### config.mk
export PLATFORM = sky130hd
export DESIGN_NAME = uart_trx
export DESIGN_NICKNAME = d
export VERILOG_FILES = /design/src/rtl/uart_trx.sv
export SDC_FILE = /design/constraint.sdc
export NUM_CORES = 1
export LEC_CHECK = 0
export BUFFER_PORTS_ARGS = -buffer_cell sky130_fd_sc_hd__buf_4
export CAP_MARGIN = 20
export CORE_MARGIN = 5
export CORE_UTILIZATION = 53
export CTS_BUF_LIST = sky130_fd_sc_hd__clkbuf_2
export DETAILED_ROUTE_END_ITERATION = 6
export HOLD_SLACK_MARGIN = 0.1
export PLACE_DENSITY = 0.72
export SYNTH_ARGS = -nofsm -noshare
export SYNTH_HDL_FRONTEND = slang
export SYNTH_SLANG_ARGS = --single-unit
### constraint.sdc
create_clock -name clk_i -period 3.1 [get_ports clk_i]
set_input_delay 0 -clock clk_i [delete_from_list [all_inputs] [get_ports clk_i]]
set_output_delay 0 -clock clk_i [all_outputs]
set_load 0.01 [all_outputs]
### src/rtl/uart_trx.sv
// uart_trx: full-duplex UART transceiver with elaboration-time frame format.
// Each bit lasts num_ticks_g clock cycles. There is no external baud tick.
// Both paths reset from either rst_asy_n_i (asynchronous, active low) or
// rst_syn_i (synchronous, active high), and the two have the same effect.
// Optional feature: define UART_TRX_LOOPBACK_EN to add loopback_i, which
// routes the internal TX line into RX and holds tx_o high.
//
// TX / RX state table (shared encoding)
//   state    | meaning
//   S_IDLE   | line idle; TX waits for data_en_i, RX waits for a falling edge
//   S_START  | start bit (TX drives 0; RX confirms low at mid-bit)
//   S_DATA   | data bits, LSB first
//   S_PARITY | parity bit (never entered when parity_g = 0)
//   S_STOP   | stop bit(s); the last one ends the frame
`timescale 1ns/1ps
module uart_trx #(
    parameter int data_width_g = 8,
    parameter int parity_g     = 2,
    parameter int stop_bits_g  = 1,
    parameter int num_ticks_g  = 16
) (
    input  logic                    clk_i,
    input  logic                    rst_asy_n_i,
    input  logic                    rst_syn_i,
`ifdef UART_TRX_LOOPBACK_EN
    input  logic                    loopback_i,
`endif
    input  logic [data_width_g-1:0] data_i,
    input  logic                    data_en_i,
    output logic                    busy_o,
    output logic                    done_o,
    output logic                    tx_o,
    input  logic                    rx_i,
    output logic [data_width_g-1:0] rx_data_o,
    output logic                    rx_en_o,
    output logic                    rx_error_o
);

    localparam int TICK_W = $clog2(num_ticks_g);
    localparam int BIT_W  = $clog2(data_width_g);

    localparam logic [TICK_W-1:0] TICK_LAST = TICK_W'(num_ticks_g - 1);
    localparam logic [TICK_W-1:0] TICK_HALF = TICK_W'(num_ticks_g / 2 - 1);
    localparam logic [BIT_W-1:0]  BIT_LAST  = BIT_W'(data_width_g - 1);
    localparam logic              STOP_LAST = 1'(stop_bits_g - 1);
    localparam logic              PAR_EN    = (parity_g != 0);
    // Seed for the running XOR so the result is directly the expected parity bit.
    localparam logic              PAR_ODD   = (parity_g == 1);

    localparam logic [2:0] S_IDLE   = 3'd0;
    localparam logic [2:0] S_START  = 3'd1;
    localparam logic [2:0] S_DATA   = 3'd2;
    localparam logic [2:0] S_PARITY = 3'd3;
    localparam logic [2:0] S_STOP   = 3'd4;

    // ------------------------------------------------------------------
    // Transmit path
    // ------------------------------------------------------------------
    logic [2:0]              tx_state;
    logic [TICK_W-1:0]       tx_tick;
    logic [BIT_W-1:0]        tx_bit;
    logic                    tx_stop;
    logic [data_width_g-1:0] tx_shift;
    logic                    tx_par;
    logic                    tx_line;

    // TX frame sequencer: bit timer counts down, terminal count advances the bit.
    always_ff @(posedge clk_i or negedge rst_asy_n_i) begin
        if (!rst_asy_n_i) begin
            tx_state <= S_IDLE;
            tx_tick  <= '0;
            tx_bit   <= '0;
            tx_stop  <= 1'b0;
            tx_shift <= '0;
            tx_par   <= 1'b0;
            tx_line  <= 1'b1;
            busy_o   <= 1'b0;
            done_o   <= 1'b0;
        end else if (rst_syn_i) begin
            tx_state <= S_IDLE;
            tx_tick  <= '0;
            tx_bit   <= '0;
            tx_stop  <= 1'b0;
            tx_shift <= '0;
            tx_par   <= 1'b0;
            tx_line  <= 1'b1;
            busy_o   <= 1'b0;
            done_o   <= 1'b0;
        end else begin
            done_o <= 1'b0;
            if (tx_state == S_IDLE) begin
                if (data_en_i) begin
                    tx_shift <= data_i;
                    tx_par   <= (^data_i) ^ PAR_ODD;
                    tx_tick  <= TICK_LAST;
                    tx_line  <= 1'b0;
                    busy_o   <= 1'b1;
                    tx_state <= S_START;
                end
            end else if (tx_tick != '0) begin
                tx_tick <= tx_tick - 1'b1;
            end else begin
                tx_tick <= TICK_LAST;
                case (tx_state)
                    S_START: begin
                        tx_state <= S_DATA;
                        tx_line  <= tx_shift[0];
                        tx_bit   <= BIT_LAST;
                    end
                    S_DATA: begin
                        if (tx_bit != '0) begin
                            tx_bit   <= tx_bit - 1'b1;
                            tx_shift <= tx_shift >> 1;
                            tx_line  <= tx_shift[1];
                        end else if (PAR_EN) begin
                            tx_state <= S_PARITY;
                            tx_line  <= tx_par;
                        end else begin
                            tx_state <= S_STOP;
                            tx_line  <= 1'b1;
                            tx_stop  <= STOP_LAST;
                        end
                    end
                    S_PARITY: begin
                        tx_state <= S_STOP;
                        tx_line  <= 1'b1;
                        tx_stop  <= STOP_LAST;
                    end
                    S_STOP: begin
                        if (tx_stop != 1'b0) begin
                            tx_stop <= 1'b0;
                        end else begin
                            // Last cycle of the final stop bit: busy falls, done pulses.
                            tx_state <= S_IDLE;
                            busy_o   <= 1'b0;
                            done_o   <= 1'b1;
                        end
                    end
                    default: begin
                        tx_state <= S_IDLE;
                        tx_line  <= 1'b1;
                        busy_o   <= 1'b0;
                    end
                endcase
            end
        end
    end

    // ------------------------------------------------------------------
    // Line routing (loopback option)
    // ------------------------------------------------------------------
    logic rx_src;

`ifdef UART_TRX_LOOPBACK_EN
    assign tx_o   = loopback_i ? 1'b1 : tx_line;
    assign rx_src = loopback_i ? tx_line : rx_i;
`else
    assign tx_o   = tx_line;
    assign rx_src = rx_i;
`endif

    // ------------------------------------------------------------------
    // Receive path
    // ------------------------------------------------------------------
    logic rx_meta;
    logic rx_sync;
    logic rx_prev;
    logic rx_fall;

    // Two-flop synchronizer plus one history flop for edge detection; idles high.
    always_ff @(posedge clk_i or negedge rst_asy_n_i) begin
        if (!rst_asy_n_i) begin
            rx_meta <= 1'b1;
            rx_sync <= 1'b1;
            rx_prev <= 1'b1;
        end else if (rst_syn_i) begin
            rx_meta <= 1'b1;
            rx_sync <= 1'b1;
            rx_prev <= 1'b1;
        end else begin
            rx_meta <= rx_src;
            rx_sync <= rx_meta;
            rx_prev <= rx_sync;
        end
    end

    assign rx_fall = rx_prev & ~rx_sync;

    logic [2:0]              rx_state;
    logic [TICK_W-1:0]       rx_tick;
    logic [BIT_W-1:0]        rx_bit;
    logic                    rx_stop;
    logic [data_width_g-1:0] rx_shift;
    logic                    rx_par;
    logic                    rx_bad;

    // RX frame sequencer: half-bit delay to the start sample, then one sample per bit.
    always_ff @(posedge clk_i or negedge rst_asy_n_i) begin
        if (!rst_asy_n_i) begin
            rx_state   <= S_IDLE;
            rx_tick    <= '0;
            rx_bit     <= '0;
            rx_stop    <= 1'b0;
            rx_shift   <= '0;
            rx_par     <= 1'b0;
            rx_bad     <= 1'b0;
            rx_data_o  <= '0;
            rx_en_o    <= 1'b0;
            rx_error_o <= 1'b0;
        end else if (rst_syn_i) begin
            rx_state   <= S_IDLE;
            rx_tick    <= '0;
            rx_bit     <= '0;
            rx_stop    <= 1'b0;
            rx_shift   <= '0;
            rx_par     <= 1'b0;
            rx_bad     <= 1'b0;
            rx_data_o  <= '0;
            rx_en_o    <= 1'b0;
            rx_error_o <= 1'b0;
        end else begin
            rx_en_o    <= 1'b0;
            rx_error_o <= 1'b0;
            if (rx_state == S_IDLE) begin
                if (rx_fall) begin
                    rx_state <= S_START;
                    rx_tick  <= TICK_HALF;
                end
            end else if (rx_tick != '0) begin
                rx_tick <= rx_tick - 1'b1;
            end else begin
                rx_tick <= TICK_LAST;
                case (rx_state)
                    S_START: begin
                        if (rx_sync) begin
                            // Line back high at mid start bit: glitch, not a frame.
                            rx_state <= S_IDLE;
                        end else begin
                            rx_state <= S_DATA;
                            rx_bit   <= BIT_LAST;
                            rx_par   <= PAR_ODD;
                            rx_bad   <= 1'b0;
                        end
                    end
                    S_DATA: begin
                        rx_shift <= {rx_sync, rx_shift[data_width_g-1:1]};
                        rx_par   <= rx_par ^ rx_sync;
                        if (rx_bit != '0) begin
                            rx_bit <= rx_bit - 1'b1;
                        end else if (PAR_EN) begin
                            rx_state <= S_PARITY;
                        end else begin
                            rx_state <= S_STOP;
                            rx_stop  <= STOP_LAST;
                        end
                    end
                    S_PARITY: begin
                        rx_bad   <= (rx_sync != rx_par);
                        rx_state <= S_STOP;
                        rx_stop  <= STOP_LAST;
                    end
                    S_STOP: begin
                        if (rx_stop != 1'b0) begin
                            rx_bad  <= rx_bad | ~rx_sync;
                            rx_stop <= 1'b0;
                        end else begin
                            if (rx_bad || !rx_sync) begin
                                rx_error_o <= 1'b1;
                            end else begin
                                rx_data_o <= rx_shift;
                                rx_en_o   <= 1'b1;
                            end
                            rx_state <= S_IDLE;
                        end
                    end
                    default: begin
                        rx_state <= S_IDLE;
                    end
                endcase
            end
        end
    end

endmodule

==> results of run 1 <==
[final cells by class]
type / count / area [um^2] / area share (%)
clock buffers: 5 / 25.0 / 0.752
repair buffers: 42 / 375 / 11.3
multi-input cells: 196 / 1390 / 41.6
well taps: 70 / 87.6 / 2.63
flip-flops and latches: 55 / 1380 / 41.5
clock inverters: 3 / 28.8 / 0.864
inverters: 12 / 45.0 / 1.35
[repair_timing]
item | in CTS | in global routing
hold buffers | 17 | 0
endpoints found under the setup margin | 0 | 0
gates resized for setup | 0 | 0
hold endpoints to repair | 87 | 0
[cell families after synthesis]
family / count (synthesis) / share of synthesized area [%]
multiplexers: 21 / 8.20
flip-flops: 55 / 47.9
XOR/XNOR: 9 / 2.73
buffers and inverters: 27 / 4.03
adder cells (fa/ha/maj): 6 / 2.60
AND/OR/NAND/NOR: 92 / 18.4
AO/OA/AOI/OAI: 68 / 16.1
[how the worst max path moves through the flow]
stage,start,to,slack [ns],cells after the start
4_1_cts,tx_state[1],tx_par,0.78,4
3_3_place_gp,tx_tick[0],tx_shift[4],1.15,6
5_1_grt,tx_state[1],tx_par,0.65,4
2_1_floorplan,tx_tick[0],tx_shift[0],1.31,6
6_report,tx_state[1],tx_par,0.78,4
3_5_place_dp,tx_tick[0],tx_shift[3],1.07,6
[Yosys cell counts (4+ instances only)]
master	instances	area, um^2
buf_2	6	30.0
nand2_1	23	86.3
ha_1	6	75.1
nor2_1	9	33.8
nand2b_1	5	31.3
o21ai_0	10	50.1
a21oi_1	22	110
mux2_2	21	236
clkbuf_1	5	18.8
xnor2_1	8	70.1
nor2b_1	17	106
or3_1	4	25.0
nor3_1	9	45.0
a211oi_1	9	67.6
dfstp_2	4	105
dfrtp_1	51	1280
o31ai_1	5	37.5
inv_1	11	41.3
nand3_1	4	20.0
[routing by layer]
metal	track usage, %	up-vias	routed length (um)
met3	3.95	8	258
met4	5.70	0	80
met2	26.0	44	2520
met5	0	-	0
li1	-	1067	-
met1	24.6	1023	2810
[worst min-delay path, cell delays in order]
cell and delay (ns):
dlygate4sd3_1 0.53, buf_4 0.11, nand4_1 0.08, o21ai_0 0.10
[stage by stage]
stage / setup slack [ns] / hold WS [ns]
final: 0.776 / 0.367
after global routing: 0.649 / 0.377
after CTS: 0.781 / 0.371
after detailed placement: 1.07 / 0.0838
after global placement: 1.15 / 0.0866
after floorplan: 1.31 / -0.296
[registers in the layout (all words and copies together), names as in the netlist, 3 cells and up]
signal and flops:
rx_bit 3, rx_data_o 8, rx_shift 8, rx_state 3, rx_tick 4, tx_bit 3, tx_shift 8, tx_state 3
tx_tick 4
[power groups by stage]
| stage | logic (mW) | registers [mW] | clock network [mW] |
|---|---|---|---|
| final | 0.495 | 0.878 | 0.323 |
| after global routing | 0.559 | 0.893 | 0.367 |
| after CTS | 0.495 | 0.875 | 0.335 |
| after detailed placement | 0.468 | 0.887 | 0 |
| after global placement | 0.464 | 0.886 | 0 |
| after floorplan | 0.387 | 0.857 | 0 |
==> summary.md, run 1 <==
| Metric | Value |
|---|---|
| Run status | `complete, no violations` |
| Die Span Y | `83.8 um` |
| Hold WC Path Type | `primary input to flip-flop` |
| Cell count after synthesis | `278` |
| Total power | `1.70 mW` |
| Initial antenna violation count | `0` |
| CTS tree | `yes` |
| Clock Power Share | `19.0%` |
| Pin count of the biggest net entering global routing | `52` |
| Largest stage delay on the critical path | `0.75 ns` |
| Clock Tree Root | `clkbuf_2` |
| Setup tns final | `0 ns` |
| Drt pass-1 iters | `6` |
| RSZ-0062 raised after global routing | `no` |
| IO Count | `26` |
| Post-synth EDFFs | `0` |
| Switching part of the total | `35.6%` |
| CP required | `3.54 ns` |
| Share of layout cells above drive strength 1 | `23.3%` |
| Core ar. | `5200 um^2` |
| Finish-stage setup viols | `0` |
| Fin. max-slew vios | `0` |
| Top_reg_cell synth | `dfrtp_1` |
| Full die area | `7020 um^2` |
| Antenna-violating nets left | `0` |
| Final Hold Fails | `0` |
| Max Fclk | `430 MHz` |
| Post-CTS setup buffer count | `0` |
| Hold Path Depth | `4` |
| Final net count | `331` |
| Via density per instance | `5.59` |
| Number of global-route vias before repair | `2,098` |
| Pint | `1.09 mW` |
| GRT Resource Usage Total | `17.3%` |
| Hpwl dp | `3.55 mm` |
| Cell area after layout | `3330 um^2` |
| FP Rows | `26` |
| Mapped cell area | `2880 um^2` |
| Critical Path, Cell by Cell | `nor3_2 > a21oi_1 > a311oi_1 > dlygate4sd3_1` |
| Leakage power total | `1.46 nW` |
| Post-synth cell types | `52` |
| Worst Tran Pin Value | `0.830 ns` |
| Worst path slowest cell | `nor3_2` |
| H-tree depth | `2` |
| CP Max Fanout | `14` |
| Reg2reg end | `tx_par` |
| Max IR drop VDD | `0.340 mV` |
| Total routed wirelength | `5.67 mm` |
| Sequential power share | `51.8%` |
| Ys Warns | `0` |
| PD cells | `509 nW/um^2` |
| NetSw | `0.604 mW` |
| Maxcap violations | `0` |
| Relative slew slack | `44.3%` |
| Post-route DRC | `0` |
| Clock Skew | `0.0232 ns` |
| R2R setup slack | `0.78 ns` |
| Synth Net Count | `297` |
| Worst Reg-to-Reg Cells | `4` |
| Num CTS Buffers | `5` |
| Dpl cells | `358` |
| Most frequent cells in the layout | `dfrtp_1 (51), buf_4 (25), nand2_1 (23)` |
| Util after Layout | `64.0%` |
| DRT iter0 DRCs | `157` |
| Layout filler cell count | `427` |
| Die width | `83.8 um` |
| Fin crit share | `75.0%` |
| DP Area | `3090 um^2` |
| ANT cells | `0` |
| Commonest non-fill, non-tap cell in the layout | `dfrtp_1` |
| Comb pwr share | `29.2%` |
| DR vias | `2,142` |
| Final critical-path required period | `2.32 ns` |
| Reg2Reg Launch Point | `tx_state[1]` |
| Layout overhead on the synthesized area | `15.4%` |
| Avg Cell Area, Syn | `10.4 um^2` |
| Hold path startpoint | `data_i[7]` |
| Clock Sinks | `55` |
| Top Family by Delay on Critical Path | `simple AND/OR/NAND/NOR gates` |
| Worst setup EP type | `flip-flop` |
| Worst Path Class, Setup | `flip-flop to flip-flop` |
| GPL Wtd Cong | `0.754` |
| Clk_lat worst skew | `0.47 ns` |
| IO buf count | `25` |
| FFs w/ async S/R, synth | `100%` |
| Clock Tree Buf Depth | `2` |
| Sequential element share of the synthesized area | `47.9%` |
| First-pass GRT wire length | `10.0 mm` |
| Worst path bufs/invs | `1` |
| WP data arrival | `2.76 ns` |
| WHS Endpoint | `tx_shift[7]` |
| Clk slew on worst S/H paths | `0.30 ns` |
| Avg WL per Cell | `14.8 um` |
| Initial Utilization | `55.4%` |
| Worst Setup Start Kind | `flip-flop` |
| GRT overflow | `0` |
| Synthesized flop and latch total | `55` |
| Finished Layout Cells | `383` |
Note: power is estimated with default switching activity, not from simulation.
==> inputs of run 2 (changes only) <==
clock period = 2.3 ns   (was 3.1 ns; I/O delays follow)
==> summary.md, run 2 (synthesis gave the netlist of run 1 again) <==
| Metric | Value |
|---|---|
| Worst setup EP type | `flip-flop (unchanged)` |
| Pint | `1.47 mW (was 1.09 mW)` |
| Largest stage delay on the critical path | `0.47 ns (was 0.75 ns)` |
| Initial Utilization | `55.4% (unchanged)` |
| Cell area after layout | `3340 um^2 (was 3330 um^2)` |
| DR vias | `2,148 (was 2,142)` |
| Biggest regs | `rx_data_o: 8 flops, rx_shift: 8 flops, tx_shift: 8 flops (unchanged)` |
| Max Fclk | `477 MHz (was 430 MHz)` |
| Initial antenna violation count | `0 (unchanged)` |
| Full die area | `7020 um^2 (unchanged)` |
| Num CTS Buffers | `5 (unchanged)` |
| H-tree depth | `2 (unchanged)` |
| IO buf count | `25 (unchanged)` |
| Layout overhead on the synthesized area | `15.8% (was 15.4%)` |
| Clk_lat worst skew | `0.45 ns (was 0.47 ns)` |
| Post-route DRC | `0 (unchanged)` |
| Final critical-path required period | `2.10 ns (was 2.32 ns)` |
| RSZ-0062 raised after global routing | `no (unchanged)` |
| Worst Path Class, Setup | `flip-flop to flip-flop (unchanged)` |
| Top Family by Delay on Critical Path | `compound AO/OA/AOI/OAI gates (was simple AND/OR/NAND/NOR gates)` |
| Die width | `83.8 um (unchanged)` |
| Clock Power Share | `18.3% (was 19.0%)` |
| Dpl cells | `361 (was 358)` |
| PnR worst setup slack | `0.204 ns (was 0.776 ns)` |
| Place WS | `0.265 ns (was 1.07 ns)` |
| Max IR drop VDD | `0.439 mV (was 0.340 mV)` |
| CTS resizes | `0 (unchanged)` |
| Fin crit share | `91.1% (was 75.0%)` |
| Clock Sinks | `55 (unchanged)` |
| Final Hold Fails | `0 (unchanged)` |
| Worst Setup Start Kind | `flip-flop (unchanged)` |
| Critical Path, Cell by Cell | `inv_1 > ha_1 > nor3b_1 > a32oi_1 > o21ai_2 > mux2_2 (was nor3_2 > a21oi_1 > a311oi_1 > dlygate4sd3_1)` |
| Antenna-violating nets left | `0 (unchanged)` |
| Die Span Y | `83.8 um (unchanged)` |
| WP data arrival | `2.46 ns (was 2.76 ns)` |
| Sequential power share | `52.1% (was 51.8%)` |
| Finished Layout Cells | `385 (was 383)` |
| Post-CTS setup buffer count | `0 (unchanged)` |
| CP Max Fanout | `8 (was 14)` |
| PD cells | `680 nW/um^2 (was 509 nW/um^2)` |
| Relative slew slack | `64.3% (was 44.3%)` |
| Via density per instance | `5.58 (was 5.59)` |
| Total routed wirelength | `5.70 mm (was 5.67 mm)` |
| Worst path bufs/invs | `1 (unchanged)` |
| Final net count | `333 (was 331)` |
| Util after Layout | `64.2% (was 64.0%)` |
| Worst Tran Pin Value | `0.536 ns (was 0.830 ns)` |
| FP Rows | `26 (unchanged)` |
| Hpwl dp | `3.67 mm (was 3.55 mm)` |
| DRT iter0 DRCs | `132 (was 157)` |
| Hold WC Path Type | `primary input to flip-flop (unchanged)` |
| Clock Tree Root | `clkbuf_2 (unchanged)` |
| First-pass GRT wire length | `10.2 mm (was 10.0 mm)` |
| Setup tns final | `0 ns (unchanged)` |
| Finish-stage setup viols | `0 (unchanged)` |
| Clk slew on worst S/H paths | `0.27 ns (was 0.30 ns)` |
| Run status | `complete, no violations (unchanged)` |
| CTS tree | `yes (unchanged)` |
| DP Area | `3110 um^2 (was 3090 um^2)` |
| Number of global-route vias before repair | `2,128 (was 2,098)` |
| Core ar. | `5200 um^2 (unchanged)` |
| Clock Tree Buf Depth | `2 (unchanged)` |
| CP required | `2.66 ns (was 3.54 ns)` |
| Leakage power total | `1.47 nW (was 1.46 nW)` |
| NetSw | `0.803 mW (was 0.604 mW)` |
| Total power | `2.27 mW (was 1.70 mW)` |
| Maxcap violations | `0 (unchanged)` |
| Pin count of the biggest net entering global routing | `52 (unchanged)` |
| Commonest non-fill, non-tap cell in the layout | `dfrtp_1 (unchanged)` |
| ANT cells | `0 (unchanged)` |
| GRT Resource Usage Total | `17.6% (was 17.3%)` |
| Share of layout cells above drive strength 1 | `24.1% (was 23.3%)` |
| IO Count | `26 (unchanged)` |
| Fin. max-slew vios | `0 (unchanged)` |
| Comb pwr share | `29.7% (was 29.2%)` |
| GRT overflow | `0 (unchanged)` |
| GPL Wtd Cong | `0.765 (was 0.754)` |
| Most frequent cells in the layout | `dfrtp_1 (51), buf_4 (28), nand2_1 (23) (was dfrtp_1 (51), buf_4 (25), nand2_1 (23))` |
| Worst hold margin | `0.433 ns (was 0.367 ns)` |
| Drt pass-1 iters | `4 (was 6)` |
| Switching part of the total | `35.3% (was 35.6%)` |
| Avg WL per Cell | `14.8 um (about the same)` |
| Worst path slowest cell | `dfrtp_1 (was nor3_2)` |
| Clock Skew | `0.0207 ns (was 0.0232 ns)` |
[run 2: cell count changes in the layout (fill, tap and decap cells not counted)]
cell / change
buf_4: +3
dlygate4sd3_1: -1
inv_8: -1
clkinv_4: +1
[run 2: final timing paths]
path / slack, ns / cells after the start / start / to
setup / recovery: 0.20 / 6 / tx_tick[0] / tx_shift[0]
hold / removal: 0.43 / 4 / data_i[7] / tx_shift[7]
setup reg to reg: 0.20 / 6 / tx_tick[0] / tx_shift[0]
hold reg to reg: 0.51 / 1 / rx_bit[0] / rx_bit[0]
max in group asynchronous: 1.46 / 4 / rst_asy_n_i / tx_shift[0]
min in group asynchronous: 0.58 / 3 / rst_asy_n_i / rx_meta
[run 2: power by group through the flow]
stage | clock network [mW] | logic [mW] | registers (mW)
floorplan | 0 | 0.522 | 1.15
global placement | 0 | 0.631 | 1.19
detailed placement | 0 | 0.640 | 1.20
CTS | 0.431 | 0.674 | 1.18
global route | 0.474 | 0.750 | 1.20
finish | 0.415 | 0.673 | 1.18
[run 2: final cells by class]
type	instances	area, um^2
multi-input combinational	196	1390
tap	70	87.6
clock inverter	3	26.3
fill	431	1870
clock buffer	5	25.0
inverter	12	45.0
timing repair buffer	44	388
sequential	55	1380
[run 2: routing by layer]
layer	GRT usage [%]	vias up	wire [um]
li1	-	1069	-
met1	24.7	1035	2750
met2	28.5	40	2690
met3	2.96	4	221
met4	4.09	0	42
met5	0	-	0
[run 2: repair_timing]
item                                   CTS  global route
hold buffers                            16             0
endpoints found under the hold margin   87             0
setup endpoints to repair                0             0
[run 2: worst min-delay path, cell delays in order]
cell           delay, ns
dlygate4sd3_1       0.53
buf_4               0.12
nand4_1             0.10
o21ai_0             0.10
==> inputs of run 3 (changes only) <==
==> constraint.sdc (replaced) <==
create_clock -name clk_i -period 2.3 [get_ports clk_i]
set_input_delay 0.345 -clock clk_i [delete_from_list [all_inputs] [get_ports clk_i]]
set_output_delay 0.345 -clock clk_i [all_outputs]
set_load 0.01 [all_outputs]
==> summary.md, run 3 (synthesis gave the netlist of run 1 again) <==
| Metric | Value |
|---|---|
| Run status | `complete, no violations (unchanged)` |
| First-pass GRT wire length | `9.28 mm (was 10.2 mm)` |
| Place WS | `0.280 ns (was 0.265 ns)` |
| Clk_lat worst skew | `0.46 ns (was 0.45 ns)` |
| NetSw | `0.797 mW (was 0.803 mW)` |
| Sequential power share | `52.4% (was 52.1%)` |
| Hpwl dp | `3.63 mm (was 3.67 mm)` |
| Setup tns final | `0 ns (unchanged)` |
| Worst setup EP type | `flip-flop (unchanged)` |
| Clock Tree Root | `clkbuf_2 (unchanged)` |
| Final Hold Fails | `0 (unchanged)` |
| Initial Utilization | `55.4% (unchanged)` |
| DR vias | `2,093 (was 2,148)` |
| Fin. max-slew vios | `0 (unchanged)` |
| CP Max Fanout | `8 (unchanged)` |
| Core ar. | `5200 um^2 (unchanged)` |
| Top Family by Delay on Critical Path | `compound AO/OA/AOI/OAI gates (unchanged)` |
| CP required | `2.69 ns (was 2.66 ns)` |
| Worst Setup Start Kind | `flip-flop (unchanged)` |
| Max Fclk | `484 MHz (was 477 MHz)` |
| IO buf count | `25 (unchanged)` |
| ANT cells | `0 (unchanged)` |
| Initial antenna violation count | `0 (unchanged)` |
| Total routed wirelength | `5.30 mm (was 5.70 mm)` |
| Final net count | `319 (was 333)` |
| Share of layout cells above drive strength 1 | `24.9% (was 24.1%)` |
| PnR worst setup slack | `0.234 ns (was 0.204 ns)` |
| WP data arrival | `2.46 ns (about the same)` |
| GPL Wtd Cong | `0.799 (was 0.765)` |
| Largest stage delay on the critical path | `0.48 ns (was 0.47 ns)` |
| Die Span Y | `83.8 um (unchanged)` |
| Maxcap violations | `0 (unchanged)` |
| Most frequent cells in the layout | `dfrtp_1 (51), buf_4 (28), nand2_1 (23) (unchanged)` |
| Pint | `1.46 mW (was 1.47 mW)` |
| Leakage power total | `1.40 nW (was 1.47 nW)` |
| Relative slew slack | `55.8% (was 64.3%)` |
| GRT overflow | `0 (unchanged)` |
| GRT Resource Usage Total | `16.1% (was 17.6%)` |
| Avg WL per Cell | `14.3 um (was 14.8 um)` |
| Antenna-violating nets left | `0 (unchanged)` |
| CTS tree | `yes (unchanged)` |
| FP Rows | `26 (unchanged)` |
| Pin count of the biggest net entering global routing | `56 (was 52)` |
| RSZ-0062 raised after global routing | `no (unchanged)` |
| Worst Path Class, Setup | `flip-flop to flip-flop (unchanged)` |
| Fin crit share | `89.8% (was 91.1%)` |
| Via density per instance | `5.64 (was 5.58)` |
| Sequential cell area | `1380 um^2 (unchanged)` |
| Post-route DRC | `0 (unchanged)` |
| Worst path slowest cell | `dfrtp_1 (unchanged)` |
| Layout filler cell count | `447 (was 431)` |
| Clock Tree Buf Depth | `2 (unchanged)` |
| IO Count | `26 (unchanged)` |
| Commonest non-fill, non-tap cell in the layout | `dfrtp_1 (unchanged)` |
| Hold WC Path Type | `primary input to flip-flop (unchanged)` |
| Max IR drop VDD | `0.404 mV (was 0.439 mV)` |
| H-tree depth | `2 (unchanged)` |
| Worst path bufs/invs | `1 (unchanged)` |
| DRT iter0 DRCs | `184 (was 132)` |
| Clk slew on worst S/H paths | `0.29 ns (was 0.27 ns)` |
| Layout overhead on the synthesized area | `10.5% (was 15.8%)` |
| Drt pass-1 iters | `4 (unchanged)` |
| Util after Layout | `61.2% (was 64.2%)` |
| Die width | `83.8 um (unchanged)` |
| Switching part of the total | `35.4% (was 35.3%)` |
| Clock Skew | `0.0141 ns (was 0.0207 ns)` |
| Critical Path, Cell by Cell | `inv_1 > ha_1 > nor3b_1 > a32oi_1 > o21ai_2 > mux2_2 (unchanged)` |
| Full die area | `7020 um^2 (unchanged)` |
| Clock Sinks | `55 (unchanged)` |
| Final critical-path required period | `2.07 ns (was 2.10 ns)` |
| Clock Power Share | `19.1% (was 18.3%)` |
| Num CTS Buffers | `5 (unchanged)` |
| Worst Tran Pin Value | `0.663 ns (was 0.536 ns)` |
| Number of global-route vias before repair | `1,981 (was 2,128)` |
| Biggest regs | `rx_data_o: 8 flops, rx_shift: 8 flops, tx_shift: 8 flops (unchanged)` |
| Multi-input gate area | `1390 um^2 (unchanged)` |
| CTS resizes | `0 (unchanged)` |
| Total power | `2.25 mW (was 2.27 mW)` |
| PD cells | `707 nW/um^2 (was 680 nW/um^2)` |
| Finish-stage setup viols | `0 (unchanged)` |
| Comb pwr share | `28.6% (was 29.7%)` |
==> run 3: cell types whose count changed in the layout (fill, tap and decap cells not counted), sizes merged <==
cell | previous run | this run
clkinv | 2 | 1
buf | 29 | 28
inv | 13 | 14
dlygate4sd3 | 15 | 2
==> run 3: area by class of cell <==
cell class,count,area share (%)
Multi-Input combinational cell,196,43.5
Sequential cell,55,43.3
Timing Repair Buffer,30,7.22
Tap cell,70,2.75
Inverter,12,1.41
Clock inverter,3,0.982
Clock buffer,5,0.785
==> run 3: worst paths after layout <==
| check | cells past startpoint | slack (ns) | start | endpoint |
|---|---|---|---|---|
| worst max-delay path | 6 | 0.23 | tx_tick[0] | tx_shift[6] |
| worst min-delay path | 2 | 0.13 | data_en_i | tx_par |
| worst max register to register | 6 | 0.23 | tx_tick[0] | tx_shift[6] |
| worst min register to register | 1 | 0.50 | rx_bad | rx_en_o |
| max in group asynchronous | 2 | 1.44 | rst_asy_n_i | done_o |
| min in group asynchronous | 2 | 0.42 | rst_asy_n_i | tx_tick[1] |
==> run 3: per-layer routing <==
metal / up-vias / track usage (%) / routed length (um)
met4: 0 / 4.53 / 37
met2: 54 / 24.6 / 2470
li1: 1033 / - / -
met3: 4 / 3.75 / 274
met1: 1002 / 22.9 / 2520
met5: - / 0 / 0
==> run 3: power groups by stage <==
stage	sequential, mW	clock (mW)	combinational [mW]
after floorplan	1.15	0	0.522
after global placement	1.19	0	0.632
after detailed placement	1.20	0	0.643
after CTS	1.18	0.448	0.651
after global routing	1.20	0.487	0.723
final	1.18	0.429	0.644
==> run 3: stage by stage <==
step	hold WS, ns	instance area, um^2	std cells
floorplan	0.0494	2880	278
global placement	0.432	3110	361
detailed placement	0.430	3110	361
CTS	0.109	3190	371
global route	0.104	3190	371
finish	0.133	3190	371
==> run 3: repair_timing <==
item,4_1_cts,5_1_grt
hold buffers,2,0
hold endpoints to repair,52,0
endpoints found under the setup margin,0,0
setup buffers,0,0
